$ cat config.mk
export PLATFORM = sky130hd
export DESIGN_NAME = fetch_prefetch_buffer
export DESIGN_NICKNAME = d
export VERILOG_FILES = /design/src/rtl/fetch_pkg.sv /design/src/rtl/fetch_aligner.sv /design/src/rtl/fetch_prefetch_buffer.sv
export SDC_FILE = /design/constraint.sdc
export NUM_CORES = 1
export LEC_CHECK = 0
export CORE_MARGIN = 1
export CORE_UTILIZATION = 58
export CTS_CLUSTER_SIZE = 16
export DETAILED_ROUTE_END_ITERATION = 10
export GPL_TIMING_DRIVEN = 0
export HOLD_SLACK_MARGIN = 0.08
export PLACE_DENSITY = 0.95
export RECOVER_POWER = 100
export SYNTH_ARGS = -nofsm -noshare
export SYNTH_HDL_FRONTEND = slang
export SYNTH_HIERARCHICAL = 1
export SYNTH_SLANG_ARGS = --single-unit
$ cat constraint.sdc
create_clock -name clk -period 5.8 [get_ports clk]
set_input_delay 0.58 -clock clk [delete_from_list [all_inputs] [get_ports clk]]
set_output_delay 0.58 -clock clk [all_outputs]
set_load 0.01 [all_outputs]
$ cat src/rtl/fetch_pkg.sv
// rtl/fetch_pkg.sv - shared types and helpers for the instruction prefetch unit
package fetch_pkg;

    typedef struct packed {
        logic [31:0] data;
        logic        err;
    } fifo_entry_t;

    localparam logic [1:0] OPC_UNCOMPRESSED = 2'b11;

    function automatic logic is_compressed(input logic [1:0] opc);
        return opc != OPC_UNCOMPRESSED;
    endfunction

endpackage

$ cat src/rtl/fetch_aligner.sv
// rtl/fetch_aligner.sv - combinational 16/32-bit realignment of the two oldest fetched words
module fetch_aligner
    import fetch_pkg::*;
(
    input  fifo_entry_t entry0_i,
    input  logic [15:0] entry1_lo_i,
    input  logic        entry1_err_i,
    input  logic [15:0] bypass_lo_i,
    input  logic        bypass_err_i,
    input  logic        bypass_valid_i,
    input  logic        occ0_i,
    input  logic        occ1_i,
    input  logic        pc_hi_i,
    output logic [31:0] instr_o,
    output logic        valid_o,
    output logic        compressed_o,
    output logic        err_o,
    output logic        pop_o
);

    logic [15:0] upper_lo;
    logic        upper_err;
    logic        upper_valid;

    always_comb begin
        upper_lo    = occ1_i ? entry1_lo_i  : bypass_lo_i;
        upper_err   = occ1_i ? entry1_err_i : bypass_err_i;
        upper_valid = occ1_i | bypass_valid_i;

        instr_o = '0;
        valid_o = 1'b0;
        err_o   = 1'b0;
        pop_o   = 1'b0;

        if (occ0_i) begin
            if (entry0_i.err) begin
                valid_o = 1'b1;
                err_o   = 1'b1;
            end else if (!pc_hi_i) begin
                valid_o = 1'b1;
                if (is_compressed(entry0_i.data[1:0])) begin
                    instr_o = {16'h0000, entry0_i.data[15:0]};
                end else begin
                    instr_o = entry0_i.data;
                    pop_o   = 1'b1;
                end
            end else if (is_compressed(entry0_i.data[17:16])) begin
                valid_o = 1'b1;
                instr_o = {16'h0000, entry0_i.data[31:16]};
                pop_o   = 1'b1;
            end else if (upper_valid) begin
                // straddling instruction: upper half comes from entry1 or the word arriving now
                valid_o = 1'b1;
                pop_o   = 1'b1;
                if (upper_err) begin
                    err_o = 1'b1;
                end else begin
                    instr_o = {upper_lo, entry0_i.data[31:16]};
                end
            end
        end

        compressed_o = is_compressed(instr_o[1:0]);
    end

endmodule

$ cat src/rtl/fetch_prefetch_buffer.sv
// rtl/fetch_prefetch_buffer.sv - RV32IC prefetch unit: request window, shift FIFO, aligner, redirect discard
module fetch_prefetch_buffer
    import fetch_pkg::*;
#(
    parameter logic [31:0] PC_RESET = 32'h0,
    parameter int          NUM_REQS = 2,
    parameter int          DEPTH    = NUM_REQS + 1
) (
    input  logic        clk,
    input  logic        rstn,
    input  logic        fetch_en_i,
    input  logic        redirect_i,
    input  logic [31:0] redirect_addr_i,
    output logic        instr_req_o,
    input  logic        instr_gnt_i,
    output logic [31:0] instr_addr_o,
    input  logic        instr_rvalid_i,
    input  logic [31:0] instr_rdata_i,
    input  logic        instr_err_i,
    output logic        out_valid_o,
    input  logic        out_ready_i,
    output logic [31:0] out_instr_o,
    output logic [31:0] out_pc_o,
    output logic        out_compressed_o,
    output logic        out_err_o,
    output logic        busy_o
);

    localparam int            CW         = $clog2(DEPTH + NUM_REQS + 1);
    localparam logic [CW-1:0] DEPTH_C    = CW'(DEPTH);
    localparam logic [CW-1:0] NUM_REQS_C = CW'(NUM_REQS);
    localparam logic [CW-1:0] ONE_C      = CW'(1);

    fifo_entry_t   fifo_q [DEPTH];
    fifo_entry_t   fifo_d [DEPTH];
    logic [CW-1:0] count_q, count_d;
    logic [CW-1:0] outst_q, outst_d;
    logic [CW-1:0] discard_q, discard_d;
    logic [31:0]   fetch_addr_q, fetch_addr_d;
    logic [31:0]   out_pc_q, out_pc_d;
    logic          halt_q, halt_d;
    logic          run_q, run_d;

    logic [31:0]   al_instr;
    logic          al_valid, al_compressed, al_err, al_pop;
    logic          occ0, occ1, accept_rsp, grant, consume, push, pop;
    logic [CW-1:0] wr_idx;
    fifo_entry_t   rsp;

    assign rsp        = {instr_rdata_i, instr_err_i};
    assign occ0       = count_q != '0;
    assign occ1       = count_q > ONE_C;
    assign accept_rsp = instr_rvalid_i & (discard_q == '0);

    // run_q keeps the request line low for the first cycle out of reset
    assign instr_req_o  = run_q & fetch_en_i & ~redirect_i
                        & ((outst_q + count_q) < DEPTH_C)
                        & (outst_q < NUM_REQS_C);
    assign instr_addr_o = fetch_addr_q;
    assign grant        = instr_req_o & instr_gnt_i;

    fetch_aligner u_aligner (
        .entry0_i       (fifo_q[0]),
        .entry1_lo_i    (fifo_q[1].data[15:0]),
        .entry1_err_i   (fifo_q[1].err),
        .bypass_lo_i    (instr_rdata_i[15:0]),
        .bypass_err_i   (instr_err_i),
        .bypass_valid_i (accept_rsp),
        .occ0_i         (occ0),
        .occ1_i         (occ1),
        .pc_hi_i        (out_pc_q[1]),
        .instr_o        (al_instr),
        .valid_o        (al_valid),
        .compressed_o   (al_compressed),
        .err_o          (al_err),
        .pop_o          (al_pop)
    );

    assign out_valid_o      = al_valid & ~halt_q;
    assign out_instr_o      = al_instr;
    assign out_pc_o         = out_pc_q;
    assign out_compressed_o = al_compressed;
    assign out_err_o        = out_valid_o & al_err;
    assign busy_o           = (outst_q != '0) | occ0;

    assign consume = out_valid_o & out_ready_i & ~redirect_i;
    assign pop     = consume & al_pop;
    assign push    = accept_rsp & ~redirect_i;

    always_comb begin
        fifo_d       = fifo_q;
        count_d      = count_q + CW'(push) - CW'(pop);
        outst_d      = outst_q + CW'(grant) - CW'(instr_rvalid_i);
        discard_d    = discard_q;
        fetch_addr_d = fetch_addr_q;
        out_pc_d     = out_pc_q;
        halt_d       = halt_q | (consume & al_err);
        run_d        = 1'b1;
        wr_idx       = pop ? (count_q - ONE_C) : count_q;

        if (instr_rvalid_i && (discard_q != '0)) begin
            discard_d = discard_q - ONE_C;
        end
        if (grant) begin
            fetch_addr_d = fetch_addr_q + 32'd4;
        end
        if (consume) begin
            out_pc_d = out_pc_q + (al_compressed ? 32'd2 : 32'd4);
        end

        if (pop) begin
            for (int i = 0; i < DEPTH - 1; i++) begin
                fifo_d[i] = fifo_q[i + 1];
            end
        end
        // a simultaneous pop shifts everything down, so the push lands one slot lower
        if (push) begin
            for (int i = 0; i < DEPTH; i++) begin
                if (CW'(i) == wr_idx) begin
                    fifo_d[i] = rsp;
                end
            end
        end

        if (redirect_i) begin
            count_d      = '0;
            outst_d      = outst_q - CW'(instr_rvalid_i);
            discard_d    = outst_q - CW'(instr_rvalid_i);
            fetch_addr_d = redirect_addr_i & 32'hFFFF_FFFC;
            out_pc_d     = redirect_addr_i & 32'hFFFF_FFFE;
            halt_d       = 1'b0;
        end
    end

    always_ff @(posedge clk or negedge rstn) begin
        if (!rstn) begin
            for (int i = 0; i < DEPTH; i++) begin
                fifo_q[i] <= '0;
            end
            count_q      <= '0;
            outst_q      <= '0;
            discard_q    <= '0;
            fetch_addr_q <= PC_RESET & 32'hFFFF_FFFC;
            out_pc_q     <= PC_RESET;
            halt_q       <= 1'b0;
            run_q        <= 1'b0;
        end else begin
            fifo_q       <= fifo_d;
            count_q      <= count_d;
            outst_q      <= outst_d;
            discard_q    <= discard_d;
            fetch_addr_q <= fetch_addr_d;
            out_pc_q     <= out_pc_d;
            halt_q       <= halt_d;
            run_q        <= run_d;
        end
    end

    assert property (@(posedge clk) disable iff (!rstn) !(push && !pop && (count_q == DEPTH_C)));

endmodule

After elaboration in Yosys (flattened, before gate mapping)

Index checks and enable logic that the tools add are counted.
W data, S select, Z words.

Add/subtract/negate cells: 10
$mul: 0
Divide/modulo/power cells: 0
Magnitude comparators: 3
Equal/unequal tests: 5
Shift-type cells: 0
Muxes and demuxes: 40
Bitwise gates (word level): 18
Reductions and logical operators: 10

Operator list:

| kind                    | count |
|---|---|
| $mux W32                | 11 |
| $mux W33                | 3 |
| $mux W99                | 1 |
| $mux W66                | 1 |
| $add A32 B3 Y32         | 1 |
| $add A32 B3 Y32 const B | 1 |
| $mux W3                 | 6 |
| $mux W1                 | 17 |
| $mux W16                | 1 |
| $and A1 B1 Y1           | 13 |
| $reduce_bool A3 Y1      | 3 |
| $sub A3 B1 Y3           | 3 |
| $add A3 B1 Y3           | 2 |
| $logic_not A3 Y1        | 2 |
| $lt A3 B2 Y1 const B    | 2 |
| $ne A2 B2 Y1 const B    | 3 |
| $reduce_bool A2 Y1      | 3 |
| $sub A3 B1 Y3 const B   | 2 |
| $add A3 B3 Y3           | 1 |
| $eq A1 B3 Y1 const A    | 1 |
| $eq A2 B3 Y1 const A    | 1 |
| $gt A3 B1 Y1 const B    | 1 |
| $or A1 B1 Y1            | 3 |
| $not A1 Y1              | 2 |
| other kinds (2)         | 2 |

Register bits: 174
Latch bits: 0
RAM bits: 0
ROM bits: 0
Input bits: 72
Output and inout port bits: 101
Logic and storage cells: 99
Memories: 0

Depth between registers and ports, before layout

Gate-level depths: netlist (run 1).

Depth in word-level cells: 16
Mapped depth: 16

Modules after synthesis

The synthesis (run 1) kept the hierarchy.

By module, submodules not included:

| module                | instances | cells an instance | area an instance (um^2) |
|---|---|---|---|
| fetch_prefetch_buffer | 1         | 862               | 8,690.8 |
| fetch_aligner         | 1         | 114               | 900.9 |

Least setup slack after synthesis (run 1)

No wires, ideal clock.

Path type: register to register
Start point: register count_q[1]
End point: register count_q[2]
Setup time: 0.130 ns
Data arrival time: 3.359 ns
Data required time: 5.670 ns
Slack: 2.310 ns
Cell stages (with the launch flop): 17
Path buffers: 4
Cell sequence: dfrtp_1 inv_1 ha_1 inv_1 buf_2 o41a_1 and3b_1 buf_2 and2_1 clkbuf_1 clkbuf_1 ha_1 inv_1 ha_1 fa_1 xor2_1 nor2_1

Longest elaborated chain between the ends: 13
Elaborated cells on any way between the ends: 18
Classes of those cells: add/sub: 2; order compare: 1; mux: 9; bitwise: 5; reduce/logical: 1

Ends and longest elaborated chain:

| what                       | line                         | RTL |
|---|---|---|
| start: declaration         | fetch_prefetch_buffer.sv:36  | `logic [CW-1:0] count_q, count_d;` |
| start signal: assignment   | fetch_prefetch_buffer.sv:149 | `count_q <= count_d;` |
| $gt A3 B1 Y1               | fetch_prefetch_buffer.sv:52  | `assign occ1 = count_q > ONE_C;` |
| via occ1                   | fetch_prefetch_buffer.sv:46  | `logic occ0, occ1, accept_rsp, grant, consume, push, pop;` |
| $or A1 B1 Y1               | fetch_aligner.sv:28          | `upper_valid = occ1_i \| bypass_valid_i;` |
| $mux W1                    | fetch_aligner.sv:51          | `end else if (upper_valid) begin` |
| $mux W1                    | fetch_aligner.sv:47          | `end else if (is_compressed(entry0_i.data[17:16])) begin` |
| $mux W1                    | fetch_aligner.sv:39          | `end else if (!pc_hi_i) begin` |
| $mux W1                    | fetch_aligner.sv:36          | `if (entry0_i.err) begin` |
| $mux W1                    | fetch_aligner.sv:35          | `if (occ0_i) begin` |
| via al_valid               | fetch_prefetch_buffer.sv:45  | `logic al_valid, al_compressed, al_err, al_pop;` |
| $and A1 B1 Y1              | fetch_prefetch_buffer.sv:79  | `assign out_valid_o = al_valid & ~halt_q;` |
| $and A1 B1 Y1 (2 in a row) | fetch_prefetch_buffer.sv:86  | `assign consume = out_valid_o & out_ready_i & ~redirect_i;` |
| $and A1 B1 Y1              | fetch_prefetch_buffer.sv:87  | `assign pop = consume & al_pop;` |
| $sub A3 B1 Y3              | fetch_prefetch_buffer.sv:92  | `count_d = count_q + CW'(push) - CW'(pop);` |
| $mux W3                    | fetch_prefetch_buffer.sv:125 | `if (redirect_i) begin` |
| via count_d[2]             | fetch_prefetch_buffer.sv:36  |  |

The timed path passes the listed nets, and every way through them passes these cells.
A chain may end at the register's enable or synchronous reset.

Worst setup path in the final report (run 1)

Start point: register count_q[1]
End point: register fifo_q[11] in the netlist's numbering

Longest elaborated chain between the ends: 14
Elaborated cells on any way between the ends: 19
Classes of those cells: add/sub: 1; order compare: 1; eq/ne: 1; mux: 9; bitwise: 5; reduce/logical: 2

Ends and longest elaborated chain:

| what                        | line                         | RTL |
|---|---|---|
| $gt A3 B1 Y1                | fetch_prefetch_buffer.sv:52  |  |
| via occ1                    | fetch_prefetch_buffer.sv:46  |  |
| $or A1 B1 Y1                | fetch_aligner.sv:28          |  |
| $mux W1                     | fetch_aligner.sv:51          |  |
| $mux W1                     | fetch_aligner.sv:47          |  |
| $mux W1                     | fetch_aligner.sv:39          |  |
| $mux W1                     | fetch_aligner.sv:36          |  |
| $mux W1                     | fetch_aligner.sv:35          |  |
| via al_valid                | fetch_prefetch_buffer.sv:45  |  |
| $and A1 B1 Y1               | fetch_prefetch_buffer.sv:79  |  |
| $and A1 B1 Y1 (2 in a row)  | fetch_prefetch_buffer.sv:86  |  |
| $and A1 B1 Y1               | fetch_prefetch_buffer.sv:87  |  |
| $mux W3                     | fetch_prefetch_buffer.sv:99  | `wr_idx = pop ? (count_q - ONE_C) : count_q;` |
| $eq A2 B3 Y1                | fetch_prefetch_buffer.sv:119 | `if (CW'(i) == wr_idx) begin` |
| $reduce_and A2 Y1 (no line) | --                           |  |
| end signal: assignment      | fetch_prefetch_buffer.sv:148 | `fifo_q <= fifo_d;` |
| end: declaration            | fetch_prefetch_buffer.sv:34  | `fifo_entry_t fifo_q [DEPTH];` |

The timed path passes the listed nets, and every way through them passes these cells.

==> results of run 1 <==
-- worst max-delay path by stage --
stage	from	to	slack [ns]
finish	count_q[1]$_DFF_PN0_	fifo_q[11]$_DFFE_PN0P_	0.91
global route	count_q[1]$_DFF_PN0_	fifo_q[11]$_DFFE_PN0P_	0.78
CTS	count_q[1]$_DFF_PN0_	count_q[1]$_DFF_PN0_	1.60
detailed placement	instr_rvalid_i	count_q[1]$_DFF_PN0_	1.42
global placement	rstn	instr_addr_o[29]$_DFFE_PN0N_	-2.71
floorplan	count_q[1]$_DFF_PN0_	count_q[2]$_DFF_PN0_	2.31
-- cell usage after synthesis (all sizes together) (3+ instances only) --
cell / n
nor4: 14
nand2: 139
xor2: 11
nand3: 41
a21o: 6
mux2i: 85
o211ai: 11
xnor2: 26
and4: 4
or4: 6
buf: 23
o21ai: 127
nand3b: 18
a21oi: 14
inv: 28
and2: 12
nor2b: 4
a41oi: 3
nor3: 16
ha: 16
nand4: 17
nand2b: 7
nor2: 23
clkbuf: 41
a31oi: 4
o311ai: 12
fa: 4
and3: 9
dfrtp: 171
o2bb2ai: 16
mux2: 39
-- flip-flops by register name, indices dropped and copies added (netlist names) --
signal / cells
count_q: 3
discard_q: 3
fifo_q: 99
halt_q: 1
instr_addr_o: 30
out_pc_o: 31
outst_q: 3
run_q: 1
-- power groups by stage --
stage	combinational [mW]	sequential (mW)	clock [mW]
4_1_cts	0.828	1.68	1.21
2_1_floorplan	0.456	1.62	0
6_report	0.815	1.70	1.22
3_5_place_dp	0.805	1.69	0
3_3_place_gp	0.751	1.68	0
5_1_grt	0.894	1.71	1.26
-- metal layers --
layer,share of wire,global-route usage
met3,0.12,0.0871
met1,0.37,0.480
met2,0.46,0.586
met4,0.053,0.196
met5,0,0
-- logic make-up (layout without fill, tap and decap cells) --
kind of cell	Yosys count	after routing	synth area share
other	2	4	0.000783
XOR/XNOR	38	38	0.0361
AND/OR/NAND/NOR	319	319	0.169
multiplexers	124	124	0.134
buffers and inverters	92	292	0.0433
flip-flops	171	171	0.446
adder cells (fa/ha/maj)	20	20	0.0292
AO/OA/AOI/OAI	210	210	0.141
-- area by class of cell --
cell class,count,area [sq um],share of cell area
Clock inverter,13,165,0.0137
Clock buffer,19,453,0.0375
Buffer,64,267,0.0220
Inverter,28,105,0.00869
Sequential cell,171,4280,0.354
Multi-Input combinational cell,715,4860,0.402
Timing Repair Buffer,168,1690,0.140
Tap cell,216,270,0.0224
-- stage by stage --
step                      setup WS, ns   util  instance area, sq um
after floorplan                   2.31      -                  9600
after global placement           -2.71  0.721                 11500
after detailed placement          1.42  0.723                 11600
after CTS                         1.60  0.762                 12200
after global routing             0.780  0.756                 12100
final                            0.907  0.756                 12100
==> metrics.md, run 1 <==
| Metric | Value |
|---|---|
| FILL cells | 1031 |
| H-tree lvl count | 4 |
| Sw power | 1.23 mW |
| Critical path cell sequence | inv_1, ha_1, inv_1, clkbuf_1, o41a_1, and3b_1, clkbuf_1, and2_0, clkbuf_1, or4_2, a21oi_1, clkbuf_1, mux2_1 |
| CP required | 6.12 ns |
| TritonCTS clock tree | built |
| Net Sw Frac | 0.331 |
| Vias in the first global route | 8958 |
| Least-Margin Pin Slew | 4.30 ns |
| Setup crit end kind | flop |
| RR Startpoint | count_q[1]$_DFF_PN0_ |
| Outcome | finished, violations left |
| Area share of the largest cell type after synthesis | 0.446 |
| Placer Congestion | 0.921 |
| DR pass1 iterations | 6 |
| Synth Instances | 976 |
| Static Leakage | 4.94 nW |
| Max cap viols | 1 |
| Post-synthesis sequential area ratio | 0.446 |
| Hold Startpoint | fifo_q[28]$_DFFE_PN0P_ |
| CP top delay family | buffers and inverters |
| Total gr overflow | 0 |
| VDD IR max | 256 uV |
| Worst Path Arrival | 5.21 ns |
| # IOs | 173 |
| Number of synthesized flops with an enable pin | 0 |
| Die W | 131 um |
| Critical Path Stages | 13 |
| Die Ht | 131 um |
| Slew Limit Fails | 77 |
| Global-route wire length before repair | 47600 um |
| Share of cells above drive strength 1 | 0.0560 |
| Most used DFF post-synth | dfrtp_1 |
| Total track usage | 0.372 |
| Avg Cell Area, Syn | 9.83 sq um |
| P&R area growth vs syn | 26.1% |
| Top cell type by total area after synthesis | dfrtp_1 |
| Synth Warn # | 6 |
| Post-Route WL | 30800 um |
| Core area | 0.0160 sq mm |
| Dpl hpwl | 20900 um |
| Placed cells | 1362 |
| Largest cells by area after synthesis | dfrtp_1, mux2i_1, o21ai_0, nand2_1, mux2_1 |
| Initial antenna violation count | 0 |
| Setup Skew | 0.00969 ns |
| Worst reg2reg path depth | 13 |
| Clk pwr share | 0.326 |
| Number of gates resized after cts | 0 |
| RR Endpoint | fifo_q[11]$_DFFE_PN0P_ |
| CP peak stage delay | 0.67 ns |
| Starting Density | 0.599 |
| Vias | 9078 |
| Cell Area, Synth | 0.00959 sq mm |
| Synth cell types | 65 |
| Fmax | 204 MHz |
| Die area | 0.0171 sq mm |
| Startpoint type of the worst setup path | flop |
| Slew HR | -1.87 |
| Nets@finish | 1257 |
| Most frequent cells in the layout | dfrtp_1, nand2_1, o21ai_0, dlygate4sd3_1, mux2i_1 |
| Finished Layout Cells | 1394 |
| Internal | 2.49 mW |
| # setup viols final | 0 |
| Tot Pwr | 3.73 mW |
| IO Port Bufs | 167 |
| Crit-path max FO | 10 |
| Hold EP | fifo_q[28]$_DFFE_PN0P_ |
| Hold Path Stages | 1 |
| CTS buffer count | 17 |
| Final period util | 0.844 |
| Synth async-reset ratio | 1.00 |
| Most Frequent Cell on Critical Path | clkbuf_1 |
| Post-DRT Antenna Nets | 0 |
| Worst hold path type | reg -> reg |
| Final hold slack | 0.485 ns |
| Largest net degree at the start of global routing | 96 |
| Vias per cell | 6.51 |
| Ant. Diodes | 0 |
| Final hold viol count | 0 |
| Post-CTS setup buffer count | 0 |
| Slowest CP cell | clkbuf_1 |
| Wire per inst | 22.1 um |
| Crit Path Category | reg -> reg |
| R2R Setup Slk | 0.91 ns |
| Clock Sinks | 171 |
| Power density over the cells | 308 mW/mm^2 |
| # rows | 46 |
| Drt first-iter violations | 1179 |
| Commonest non-fill, non-tap cell in the layout | dfrtp_1 |
| Unrepaired setup endpoints after global routing | false |
| Max clock buf depth | 2 |
| Failing checks | max-capacitance violations, max-slew violations |
| Comb power frac | 0.219 |
| Synth Register Bits | 171 |
| Min Tclk post-route | 4.89 ns |
| Root buffer cell | clkbuf_16 |
| WP buf/inv | 6 |
| DR DRC count | 0 |
| Clk slew on worst S/H paths | 0.06 ns |
| Reg power frac | 0.455 |
| Clock Latency Late Sink | 0.44 ns |
| Hold-fix buffers at CTS | 0 |
| Final setup TNS | 0 ns |
Note: power is estimated with default switching activity, not from simulation.
==> run 2: changes to the inputs <==
- CORE_UTILIZATION: 58 -> 53
- PLACE_DENSITY: 0.95 -> 0.91
- clock period: 5.8 -> 5 ns (I/O delays scaled with it)
==> run 2 against run 1 <==
The flow still finishes with violations (max-capacitance violations, max-slew violations). Utilization is 6.3 points lower. Critical path type unchanged. Die area is 9.3% higher. Register-to-register slack worse by 0.40 ns. Design area hardly changed. Cell count is 0.72% higher. Critical path depth stayed put. Flip-flop and latch count stayed put.
==> metrics.md, run 2 (synthesized netlist as in run 1, its figures left out) <==
| Metric | Value |
|---|---|
| # setup viols final | 0 (unchanged) |
| Root buffer cell | clkbuf_16 |
| Vias in the first global route | 8834 (-1.4%) |
| Placed cells | 1371 (+0.66%) |
| Vias per cell | 6.38 (-2.0%) |
| Fmax | 222 MHz (+8.8%) |
| Die area | 0.0186 sq mm (+9.3%) |
| Finished Layout Cells | 1404 (+0.72%) |
| Placed Instance Area | 0.0116 sq mm (about the same) |
| Hold-fix buffers at CTS | 1 (+1) |
| DR DRC count | 0 (unchanged) |
| Finished layout cell area | 0.0121 sq mm (about the same) |
| Most frequent cells in the layout | dfrtp_1, nand2_1, o21ai_0, dlygate4sd3_1, mux2i_1 |
| Vias | 8958 (-1.3%) |
| Top Metal Used | met4 |
| Initial antenna violation count | 0 (unchanged) |
| Multi-input logic area | 0.00485 sq mm (-0.21%) |
| Nets@finish | 1258 (+0.080%) |
| Crit-path max FO | 10 (unchanged) |
| DR WL met3 | 2910 um (-18%) |
| DR pass1 iterations | 8 (+2) |
| Commonest non-fill, non-tap cell in the layout | dfrtp_1 |
| Min Tclk post-route | 4.50 ns (-0.396 ns) |
| Clock Latency Late Sink | 0.43 ns (about the same) |
| Hold Startpoint | fifo_q[23]$_DFFE_PN0P_ |
| Final period util | 0.899 (+0.0558) |
| Least-Margin Pin Slew | 3.00 ns (-1.30 ns) |
| Startpoint type of the worst setup path | flop |
| Starting Density | 0.549 (-0.0506) |
| P&R area growth vs syn | 26.1% (about the same) |
| Outcome | finished, violations left |
| VDD IR max | 281 uV (+9.8%) |
| Largest net degree at the start of global routing | 120 (+25%) |
| Tot Pwr | 4.26 mW (+14%) |
| Setup crit end kind | flop |
| Post-CTS setup buffer count | 0 (unchanged) |
| Slew Limit Fails | 53 (-31%) |
| Hold EP | fifo_q[23]$_DFFE_PN0P_ |
| Wire per inst | 21.1 um (-4.4%) |
| # IOs | 173 (unchanged) |
| RR Endpoint | fifo_q[10]$_DFFE_PN0P_ |
| H-tree lvl count | 4 (unchanged) |
| Reg area | 0.00428 sq mm (unchanged) |
| M1 WL | 11500 um (+1.3%) |
| Post-Route WL | 29600 um (-3.7%) |
| Crit Path Category | reg -> reg |
| Worst hold path type | reg -> reg |
| Final WS setup | 0.503 ns (-0.404 ns) |
| Final hold viol count | 0 (unchanged) |
| Total gr overflow | 0 (unchanged) |
| TritonCTS clock tree | built |
| Share of cells above drive strength 1 | 0.0577 (+0.00165) |
| Setup Skew | 0.0110 ns (+0.00135 ns) |
| Core area | 0.0175 sq mm (+9.2%) |
| Total track usage | 0.327 (-0.0454) |
| Clk slew on worst S/H paths | 0.07 ns (about the same) |
| Worst reg2reg path depth | 13 (unchanged) |
| Met2 WL | 14000 um (-1.4%) |
| Die Ht | 137 um (+4.5%) |
| Unrepaired setup endpoints after global routing | false |
| Final hold slack | 0.492 ns (+0.00671 ns) |
| Die W | 137 um (+4.5%) |
| Worst Path Arrival | 4.81 ns (-0.40 ns) |
| Number of gates resized after cts | 0 (unchanged) |
| Power density over the cells | 352 mW/mm^2 (+14%) |
| CTS buffer count | 17 (unchanged) |
| Hold Path Stages | 1 (unchanged) |
| Placer Congestion | 0.961 (+4.3%) |
| Drt first-iter violations | 916 (-22%) |
| CP required | 5.31 ns (-0.81 ns) |
| Ant. Diodes | 0 (unchanged) |
| R2R Setup Slk | 0.50 ns (-0.40 ns) |
| Failing checks | max-capacitance violations, max-slew violations |
| # rows | 48 (+4.3%) |
| Global-route wire length before repair | 46300 um (-2.8%) |
| RR Startpoint | count_q[1]$_DFF_PN0_ |
| Max cap viols | 1 (unchanged) |
| Most flop-heavy register | fifo_q |
| Post-DRT Antenna Nets | 0 (unchanged) |
| Max reg flops | 99 (unchanged) |
| Dpl hpwl | 20900 um (+0.13%) |
| IO Port Bufs | 167 (unchanged) |
| Slew HR | -1.00 (+0.865) |
| Post-place setup slack | 0.624 ns (-0.796 ns) |
| Static Leakage | 4.94 nW (+0.13%) |
| Max clock buf depth | 2 (unchanged) |
| Clock Sinks | 171 (unchanged) |
| FILL cells | 1186 (+15%) |
-- run 2: worst max path at each step --
stage,from,to,depth (start not counted),slack (ns)
2_1_floorplan,count_q[1]$_DFF_PN0_,count_q[2]$_DFF_PN0_,16,1.51
3_3_place_gp,rstn,instr_addr_o[28]$_DFFE_PN0N_,1,-3.60
3_5_place_dp,instr_rvalid_i,count_q[1]$_DFF_PN0_,14,0.62
4_1_cts,count_q[2]$_DFF_PN0_,count_q[1]$_DFF_PN0_,15,0.84
5_1_grt,count_q[1]$_DFF_PN0_,fifo_q[10]$_DFFE_PN0P_,13,0.30
6_report,count_q[1]$_DFF_PN0_,fifo_q[10]$_DFFE_PN0P_,13,0.50
-- run 2: per-stage QoR --
step	TNS, ns	util
floorplan	0	-
global placement	-612.17	0.661
detailed placement	0	0.663
CTS	0	0.698
global route	0	0.692
finish	0	0.692
-- run 2: cell type report --
type | count | area share
buffer | 64 | 0.0225
clock buffer | 19 | 0.0374
clock inverter | 13 | 0.0128
inverter | 28 | 0.00869
multi-input combinational | 715 | 0.401
sequential | 171 | 0.354
tap | 225 | 0.0233
timing repair buffer | 169 | 0.141
-- run 2: per-layer routing --
layer | GRT usage | vias to the layer above
met5 | 0 | -
met4 | 0.176 | 0
met3 | 0.0704 | 105
met2 | 0.526 | 602
met1 | 0.411 | 4378
li1 | - | 3873
-- run 2: worst max-delay path, stage by stage (launching register included) --
cell	delay (ns)
dfrtp_1	0.38
inv_1	0.23
ha_1	0.21
inv_1	0.07
buf_2	0.23
o41a_1	0.49
and3b_1	0.19
clkbuf_1	0.23
and2_0	0.21
clkbuf_1	0.18
or4_4	0.43
a21oi_1	0.50
clkbuf_1	0.64
mux2_1	0.39
-- run 2: power by group --
| part | switching, mW | leakage [nW] | internal [mW] |
|---|---|---|---|
| clock network | 0.602 | 0.294 | 0.776 |
| logic | 0.504 | 2.45 | 0.419 |
| registers | 0.300 | 2.20 | 1.66 |
| total | 1.41 | 4.94 | 2.85 |
==> run 3: changes to the inputs <==
- CELL_PAD_IN_SITES_DETAIL_PLACEMENT: not set -> 1
- CELL_PAD_IN_SITES_GLOBAL_PLACEMENT: not set -> 2
- CORE_UTILIZATION: 53 -> 28
- PLACE_DENSITY: 0.91 -> 0.81
==> run 3 against run 2 <==
The flow still finishes with violations (max-capacitance violations, max-slew violations). Critical path type unchanged. Non-clock buffer count unchanged. Largest power group unchanged. Sequential power about the same. Cell count increased by 16%. Global-route usage decreased by 13 points. Combinational power decreased by 2%. Die area increased by 88%. Clock power decreased by 4%.
==> metrics.md, run 3 (synthesized netlist as in run 1, its figures left out) <==
| Metric | Value |
|---|---|
| Outcome | finished, violations left |
| Failing checks | max-capacitance violations, max-slew violations |
| Total gr overflow | 0 (unchanged) |
| IO Port Bufs | 167 (unchanged) |
| Post-Route WL | 33100 um (+12%) |
| Clock Sinks | 171 (unchanged) |
| Hold EP | fifo_q[29]$_DFFE_PN0P_ |
| Critical path cell sequence | inv_1, ha_1, inv_1, buf_2, o41a_1, and3b_1, clkbuf_1, and2_1, clkbuf_1, or4_2, a21oi_1, buf_6, mux2_1 |
| Largest net degree at the start of global routing | 104 (-13%) |
| Drt first-iter violations | 403 (-56%) |
| Power density over the cells | 339 mW/mm^2 (-3.6%) |
| Unrepaired setup endpoints after global routing | false |
| CP peak stage delay | 0.68 ns (+0.04 ns) |
| Max clock buf depth | 2 (unchanged) |
| Post-CTS setup buffer count | 0 (unchanged) |
| Share of cells above drive strength 1 | 0.0594 (+0.00170) |
| # setup viols final | 0 (unchanged) |
| FILL cells | 3845 (+220%) |
| Vias per cell | 5.07 (-20%) |
| Hold-fix buffers at CTS | 1 (unchanged) |
| Most frequent cells in the layout | dfrtp_1, nand2_1, o21ai_0, dlygate4sd3_1, mux2i_1 |
| Static Leakage | 4.94 nW (-0.13%) |
| Setup crit end kind | flop |
| Core area | 0.0336 sq mm (+92%) |
| H-tree lvl count | 4 (unchanged) |
| P&R area growth vs syn | 29.0% |
| Clock Latency Late Sink | 0.45 ns (+0.02 ns) |
| Final WS setup | 0.544 ns (+0.0415 ns) |
| Fmax | 224 MHz (+0.93%) |
| Internal | 2.74 mW (-3.8%) |
| Worst reg2reg path depth | 13 (unchanged) |
| RR Endpoint | fifo_q[11]$_DFFE_PN0P_ |
| # IOs | 173 (unchanged) |
| CTS buffer count | 17 (unchanged) |
| Final hold viol count | 0 (unchanged) |
| Hold Startpoint | fifo_q[29]$_DFFE_PN0P_ |
| Starting Density | 0.285 (-0.263) |
| R2R Setup Slk | 0.54 ns (+0.04 ns) |
| Die W | 187 um (+37%) |
| Die area | 0.0350 sq mm (+88%) |
| Hold Path Stages | 1 (unchanged) |
| Clk slew on worst S/H paths | 0.07 ns (about the same) |
| Worst hold path type | reg -> reg |
| Net Sw Frac | 0.346 (+0.0163) |
| Setup Skew | 0.0170 ns (+0.00593 ns) |
| Slowest CP cell | a21oi_1 |
| Slew Limit Fails | 69 (+30%) |
| Sw power | 1.45 mW (+3.4%) |
| Global-route wire length before repair | 52500 um (+13%) |
| Die Ht | 187 um (+37%) |
| Slew HR | -1.35 (-0.350) |
| VDD IR max | 248 uV (-12%) |
| Most flop-heavy register | fifo_q |
| Commonest non-fill, non-tap cell in the layout | dfrtp_1 |
| Clk pwr share | 0.317 (-0.007) |
| Post-place setup slack | 0.487 ns (-0.137 ns) |
| Least-Margin Pin Slew | 3.53 ns (+0.525 ns) |
| Worst Path Arrival | 4.78 ns (-0.03 ns) |
| Placer Congestion | 0.885 (-7.9%) |
| Final period util | 0.891 (-0.00829) |
| Startpoint type of the worst setup path | flop |
| DR pass1 iterations | 5 (-3) |
| Root buffer cell | clkbuf_16 |
| Reg power frac | 0.466 (+0.006) |
| CP required | 5.32 ns (about the same) |
| Dpl hpwl | 24600 um (+18%) |
| Nets@finish | 1258 (unchanged) |
| Number of gates resized after cts | 0 (unchanged) |
| Ant. Diodes | 0 (unchanged) |
| Vias in the first global route | 8790 (-0.50%) |
| Crit-path max FO | 10 (unchanged) |
| Min Tclk post-route | 4.46 ns (-0.0415 ns) |
| Vias | 8257 (-7.8%) |
| Total track usage | 0.194 (-0.133) |
| Max cap viols | 1 (unchanged) |
| DR DRC count | 0 (unchanged) |
| Comb power frac | 0.216 (about the same) |
| Final core utilization | 0.368 (-0.324) |
| Max reg flops | 99 (unchanged) |
| # rows | 67 (+40%) |
| Initial antenna violation count | 1 (+1) |
| Crit Path Category | reg -> reg |
| RR Startpoint | count_q[1]$_DFF_PN0_ |
| TritonCTS clock tree | built |
| Wire per inst | 20.4 um (-3.5%) |
| Post-DRT Antenna Nets | 0 (unchanged) |
-- run 3: cell count changes in the layout (fill, tap and decap cells not counted), sizes merged --
| cell | change |
|---|---|
| clkbuf | -5 |
| buf | +3 |
| clkinvlp | -1 |
| bufinv | -2 |
| inv | +1 |
| clkinv | +3 |
| clkdlybuf4s50 | +3 |
| dlygate4sd3 | -3 |
| clkdlybuf4s25 | +1 |
-- run 3: power groups by stage --
| stage | registers, mW | logic, mW | clock network (mW) |
|---|---|---|---|
| 2_1_floorplan | 1.88 | 0.529 | 0 |
| 3_3_place_gp | 1.98 | 0.907 | 0 |
| 3_5_place_dp | 1.98 | 0.937 | 0 |
| 6_report | 1.96 | 0.907 | 1.33 |
| 4_1_cts | 1.96 | 0.949 | 1.37 |
| 5_1_grt | 2.00 | 1.02 | 1.42 |
-- run 3: through the flow --
stage | instance area, sq um | power (mW) | hold slack [ns] | std cells | setup TNS (ns)
6_report | 12400 | 4.20 | 0.488 | 1627 | 0
5_1_grt | 12400 | 4.44 | 0.499 | 1627 | 0
4_1_cts | 12500 | 4.28 | 0.492 | 1627 | 0
3_5_place_dp | 11900 | 2.92 | 0.476 | 1594 | 0
3_3_place_gp | 11800 | 2.89 | 0.468 | 1593 | -724.50
2_1_floorplan | 9600 | 2.41 | 0.204 | 978 | 0
-- run 3: layout make-up --
class | count | area [sq um] | share of cell area
Multi-Input combinational cell | 715 | 4840 | 0.391
Sequential cell | 171 | 4280 | 0.346
Timing Repair Buffer | 169 | 1710 | 0.138
Tap cell | 448 | 561 | 0.0453
Clock buffer | 18 | 429 | 0.0347
Buffer | 64 | 295 | 0.0239
Clock inverter | 14 | 153 | 0.0123
Inverter | 28 | 105 | 0.00850
-- run 3: how the worst max path moves through the flow --
| stage | from | end | slack [ns] | cells past startpoint |
|---|---|---|---|---|
| 2_1_floorplan | count_q[1]$_DFF_PN0_ | count_q[2]$_DFF_PN0_ | 1.51 | 16 |
| 3_3_place_gp | rstn | instr_addr_o[27]$_DFFE_PN0N_ | -4.26 | 1 |
| 3_5_place_dp | instr_rvalid_i | count_q[1]$_DFF_PN0_ | 0.49 | 14 |
| 4_1_cts | count_q[2]$_DFF_PN0_ | count_q[1]$_DFF_PN0_ | 0.66 | 15 |
| 5_1_grt | count_q[1]$_DFF_PN0_ | fifo_q[4]$_DFFE_PN0P_ | 0.23 | 13 |
| 6_report | count_q[1]$_DFF_PN0_ | fifo_q[11]$_DFFE_PN0P_ | 0.54 | 13 |
-- run 3: critical path: cells and delay by family, from the launching register on --
family,cells,cell delay (ns)
AO/OA/AOI/OAI,2,1.20
flip-flops,1,0.39
multiplexers,1,0.34
adder cells (fa/ha/maj),1,0.19
buffers and inverters,6,1.23
AND/OR/NAND/NOR,3,0.98
-- run 3: per-layer routing --
layer | vias to the layer above | share of wire | GRT usage
met5 | - | 0.00051 | 0
met1 | 4130 | 0.47 | 0.259
met4 | 2 | 0.015 | 0.0511
li1 | 3871 | - | -
met2 | 221 | 0.47 | 0.310
met3 | 33 | 0.052 | 0.0477
